### config.mk
export PLATFORM = sky130hd
export DESIGN_NAME = mpa_seq
export DESIGN_NICKNAME = d
export VERILOG_FILES = /design/src/rtl/mpa_seq.sv
export SDC_FILE = /design/constraint.sdc
export NUM_CORES = 1
export LEC_CHECK = 0
export ABC_AREA = 1
export CAP_MARGIN = 20
export CORE_AREA = 2 2 61 63
export DETAILED_ROUTE_END_ITERATION = 6
export DIE_AREA = 0 0 63 65
export HOLD_SLACK_MARGIN = 0.08
export PLACE_DENSITY = 0.79
export REMOVE_ABC_BUFFERS = 1
export SYNTH_ARGS = -nofsm -noshare
export SYNTH_HDL_FRONTEND = slang
export SYNTH_SLANG_ARGS = --single-unit
### constraint.sdc
create_clock -name clk -period 1.23 [get_ports clk]
set_clock_uncertainty 0.1 [all_clocks]
set_input_delay 0.246 -clock clk [delete_from_list [all_inputs] [get_ports clk]]
set_output_delay 0.246 -clock clk [all_outputs]
set_load 0.005 [all_outputs]
### src/rtl/mpa_seq.sv
// Multi-precision byte-serial add/sub sequencer driving an external 8-bit adder.
// Optional zero-result flag enabled by defining MPA_SEQ_ZERO_FLAG_EN.
module mpa_seq #(
    parameter int LEN_W = 3
) (
    input  logic             clk,
    input  logic             reset,
    input  logic             start,
    input  logic             op_sub,
    input  logic [LEN_W-1:0] len_m1,
    input  logic             in_valid,
    output logic             in_ready,
    input  logic [7:0]       a_byte,
    input  logic [7:0]       b_byte,
    output logic             out_valid,
    input  logic             out_ready,
    output logic [7:0]       out_byte,
    output logic [7:0]       as_a,
    output logic [7:0]       as_b,
    output logic             as_cin,
    output logic             as_sub,
    output logic             as_take_carry,
    input  logic [7:0]       as_sum,
    input  logic             as_cout,
    output logic             busy,
    output logic             done,
    output logic             carry,
    output logic             zero,
    output logic [1:0]       dbg_state
);

    // Handshakes: a transfer happens on a rising edge where valid && ready are both 1;
    // a producer holds its data stable while valid=1 and ready=0.

    typedef enum logic [1:0] {
        IDLE  = 2'd0,
        RUN   = 2'd1,
        FLUSH = 2'd2,
        DONE  = 2'd3
    } state_t;

    state_t           state_q, state_d;
    logic             op_sub_q, op_sub_d;
    logic [LEN_W-1:0] len_q, len_d;
    logic [LEN_W-1:0] cnt_q, cnt_d;
    logic [7:0]       out_byte_q, out_byte_d;
    logic             out_valid_q, out_valid_d;
    logic             carry_q, carry_d;
    logic             accept;
    logic             first_byte;

    assign first_byte = (cnt_q == '0);
    assign in_ready   = (state_q == RUN) && (!out_valid_q || out_ready);
    assign accept     = (state_q == RUN) && in_valid && in_ready;

    // Only the first byte uses the unit's native subtract; later bytes
    // propagate the carry with a pre-inverted B operand.
    always_comb begin
        as_a          = a_byte;
        as_b          = b_byte;
        as_sub        = op_sub_q;
        as_take_carry = 1'b0;
        as_cin        = 1'b0;
        if (!first_byte) begin
            as_b          = op_sub_q ? ~b_byte : b_byte;
            as_sub        = 1'b0;
            as_take_carry = 1'b1;
            as_cin        = carry_q;
        end
    end

    always_comb begin
        state_d     = state_q;
        op_sub_d    = op_sub_q;
        len_d       = len_q;
        cnt_d       = cnt_q;
        out_byte_d  = out_byte_q;
        out_valid_d = out_valid_q;
        carry_d     = carry_q;

        case (state_q)
            IDLE: begin
                if (start) begin
                    op_sub_d = op_sub;
                    len_d    = len_m1;
                    cnt_d    = '0;
                    carry_d  = 1'b0;
                    state_d  = RUN;
                end
            end
            RUN: begin
                if (accept && (cnt_q == len_q)) begin
                    state_d = FLUSH;
                end
            end
            FLUSH: begin
                if (!out_valid_q || out_ready) begin
                    state_d = DONE;
                end
            end
            DONE: begin
                state_d = IDLE;
            end
            default: begin
                state_d = IDLE;
            end
        endcase

        if (accept) begin
            out_byte_d  = as_sum;
            out_valid_d = 1'b1;
            carry_d     = as_cout;
            cnt_d       = cnt_q + 1'b1;
        end else if (out_valid_q && out_ready) begin
            out_valid_d = 1'b0;
        end
    end

    always_ff @(posedge clk) begin
        if (reset) begin
            state_q     <= IDLE;
            op_sub_q    <= 1'b0;
            len_q       <= '0;
            cnt_q       <= '0;
            out_byte_q  <= 8'h00;
            out_valid_q <= 1'b0;
            carry_q     <= 1'b0;
        end else begin
            state_q     <= state_d;
            op_sub_q    <= op_sub_d;
            len_q       <= len_d;
            cnt_q       <= cnt_d;
            out_byte_q  <= out_byte_d;
            out_valid_q <= out_valid_d;
            carry_q     <= carry_d;
        end
    end

`ifdef MPA_SEQ_ZERO_FLAG_EN
    logic zero_q, zero_d;

    // Starts optimistic and is knocked down by any non-zero result byte.
    always_comb begin
        zero_d = zero_q;
        if ((state_q == IDLE) && start) begin
            zero_d = 1'b1;
        end else if (accept) begin
            zero_d = zero_q && (as_sum == 8'h00);
        end
    end

    always_ff @(posedge clk) begin
        if (reset) begin
            zero_q <= 1'b0;
        end else begin
            zero_q <= zero_d;
        end
    end

    assign zero = zero_q;
`else
    assign zero = 1'b0;
`endif

    assign out_byte  = out_byte_q;
    assign out_valid = out_valid_q;
    assign carry     = carry_q;
    assign busy      = (state_q != IDLE);
    assign done      = (state_q == DONE);
    assign dbg_state = state_q;

endmodule
==> flow_metrics.tcl, run 1 <==
set metrics [dict create \
    start_util 0.308 \
    synthFlopType "dfxtp_1" \
    ys_top_cells_by_count "nor2_1, dfxtp_1, inv_1, o21ai_0, nand2_1" \
    setup_viol 34 \
    slowest_delay_ns 0.35 \
    ir_worst_vdd_uv 893 \
    grt_antenna_before_repair 0 \
    syn_avg_cell_area_um2 7.58 \
    hold_viol_final 0 \
    clockBufferDepth 2 \
    layout-drive-gt1-share 0.637 \
    portBuffers 51 \
    postSynthCellCount 142 \
    dr.pass1.iters 4 \
    hpwlAfterDp_um 1880 \
    fin_crit_ns 1.86 \
    grt.overflow.total 0 \
    core_mm2 0.00350 \
    synth_top_area_cell "dfxtp_1" \
    yosys_warnings 0 \
    cts_tree "done" \
    violations "setup timing" \
    tightest_slew_ns 0.704 \
    endpoint_kind "output pin" \
    drt-total-wl_um 3360 \
    clkTransAtPathRegs_ns 0.11 \
    synth_area_mm2 0.00108 \
    pin_count 69 \
    numCtsBuffers 3 \
    nNetsFinal 267 \
    timing.hold.ws_ns 0.384 \
    drt_iter0_markers 15 \
    path_common_cell "inv_2" \
    start_kind "flip-flop" \
    place_inst 246 \
    grtUsageTotal 0.163 \
    synth-edff-count 0 \
    dieArea_mm2 0.00410 \
    arrival_ns 1.51 \
    required_ns 0.88 \
    max_slew_margin 0.530 \
    switching_share 0.384 \
    path_cells "inv_2 -> ha_4 -> inv_4 -> nor2_4 -> inv_2 -> nand2_4 -> buf_6 -> xnor2_2 -> buf_2" \
    insertion_delay_ns 0.30 \
    cap_violations 0 \
    p_int_uw 2260 \
    path_class "reg -> out" \
    fmax_mhz 537 \
    clock_power_share 0.089 \
    hold_path.class "reg -> reg" \
    combPwrFrac 0.671 \
    diodes 0 \
    fin_crit_sh 1.51 \
    grt_max_degree 16 \
    seq_power_share 0.240 \
    h-tree-depth 1 \
    ctsRootBufferMaster "clkbuf_4" \
    clock_sinks 19 \
    cts_hold_buffers 0 \
    slew_viol_final 0 \
    ys_seq_elements 19 \
    gp_congestion 0.737 \
    rows 22 \
    synth_most_common_cell "nor2_1" \
    viasPerCell 4.35 \
    ant_nets 0 \
    status "finished with violations" \
    async_reset_ff_frac 0 \
    die_h_um 65 \
    stdcell_count 274 \
    synth_area_leaders "dfxtp_1, nor2_1, xnor2_1" \
    die_w_um 63 \
    p_leak_uw 0.00106 \
    synth.top_cell.area_share 0.353 \
    yosysSeqAreaShare 0.353 \
    p_per_area_mw_per_mm2 1640 \
    grt_pass1_vias 1099 \
    drc 0 \
    syn_to_final_growth_pct 108 \
    wl_per_cell_um 12.3 \
    vias 1193 \
    synth_cell_types 22 \
    worst_slack_ns -0.631 \
    power_switching_uw 1410 \
    crit_slowest_cell "dfxtp_2" \
    crit_fanout 6 \
    rsz0062_at_grt "true" \
    grt_first_pass_wirelength_um 5200 \
]
## power by group through the flow
stage | clock, uW | combinational (uW) | sequential (uW)
finish | 328 | 2470 | 881
global route | 373 | 2680 | 897
CTS | 339 | 2120 | 869
detailed placement | 0 | 1450 | 851
global placement | 0 | 1420 | 847
floorplan | 0 | 618 | 870
## logic make-up (layout without fill, tap and decap cells)
logic type | Yosys count | count (layout) | share of synthesized area
buffers and inverters | 33 | 116 | 0.165
AOI/OAI and AO/OA | 25 | 25 | 0.119
xor gates and xnor gates | 10 | 10 | 0.0814
adders and majority gates | 6 | 6 | 0.0698
DFF | 19 | 19 | 0.353
and+or+nand+nor | 48 | 49 | 0.208
other | 1 | 1 | 0.00349
## per-stage QoR
step	worst slack, ns	power [uW]	setup TNS (ns)	area (um2)	util
final	-0.631	3680	-12.17	2240	0.641
after global routing	-0.709	3950	-14.47	2240	0.641
after CTS	-0.638	3320	-12.31	2040	0.584
after detailed placement	-0.691	2300	-15.87	1680	0.481
after global placement	-0.611	2270	-15.12	1680	0.481
after floorplan	-0.198	1490	-2.62	976	-
## layout make-up
type / instances / area (um2)
clock buffer: 4 / 26.3
fill: 299 / 1250
inverter: 20 / 90.1
multi-input combinational: 91 / 812
sequential: 19 / 398
tap: 48 / 60.1
timing repair buffer: 91 / 850
timing repair inverter: 1 / 6.26
## placed cells by master, fill, tap and decap left out, types with 6 or more instances in the layout
master | synthesis | routed
nor2_1 | 24 | 20
nand2_4 | 1 | 6
dfxtp_2 | 0 | 14
nand2_1 | 13 | 8
buf_4 | 9 | 21
clkbuf_2 | 1 | 6
buf_6 | 2 | 21
inv_1 | 18 | 10
o21ai_2 | 0 | 14
inv_2 | 1 | 6
xnor2_2 | 0 | 7
clkdlybuf4s50_1 | 0 | 25
buf_2 | 1 | 10
## critical path: cells and delay by family (launching register included)
family | cells | cell delay [ns]
buffers and inverters | 5 | 0.43
DFF | 1 | 0.35
adders and majority gates | 1 | 0.15
xor gates and xnor gates | 1 | 0.15
and+or+nand+nor | 2 | 0.11
## routing by layer
layer	GRT usage	vias to the layer above	part of all wire
li1	-	596	-
met5	0	-	0
met4	0.0556	0	0.014
met3	0.0469	6	0.058
met1	0.185	544	0.41
met2	0.293	47	0.52
## path summary, 6_finish.rpt
path	startpoint	to	slack (ns)	cells after the start
hold / removal	len_q[0]	len_q[0]	0.38	2
setup reg to reg	dbg_state[1]	cnt_q[1]	-0.35	10
hold reg to reg	len_q[0]	len_q[0]	0.38	2
setup / recovery	cnt_q[1]	as_b[0]	-0.63	9
## what timing repair did
| action | CTS | global route |
|---|---|---|
| endpoints found under the hold margin | 0 | 0 |
| setup buffers | 15 | 11 |
| resized for setup | 172 | 53 |
| setup endpoints to repair | 45 | 44 |
| gates cloned | 3 | 0 |
| pin swaps | 23 | 24 |
## registers in the layout, indices dropped and copies added, names as in the netlist
name	cells
out_byte	8
cnt_q	3
len_q	3
dbg_state	2
carry	1
op_sub_q	1
out_valid	1
Note: power is estimated with default switching activity, not from simulation.
==> run 2, diff against run 1 <==
HOLD_SLACK_MARGIN = 0.12   (was 0.08)
RECOVER_POWER = 50   (was default)
==> results of run 2 <==
No change in the layout: final DEF, timing and power equal those of run 1.
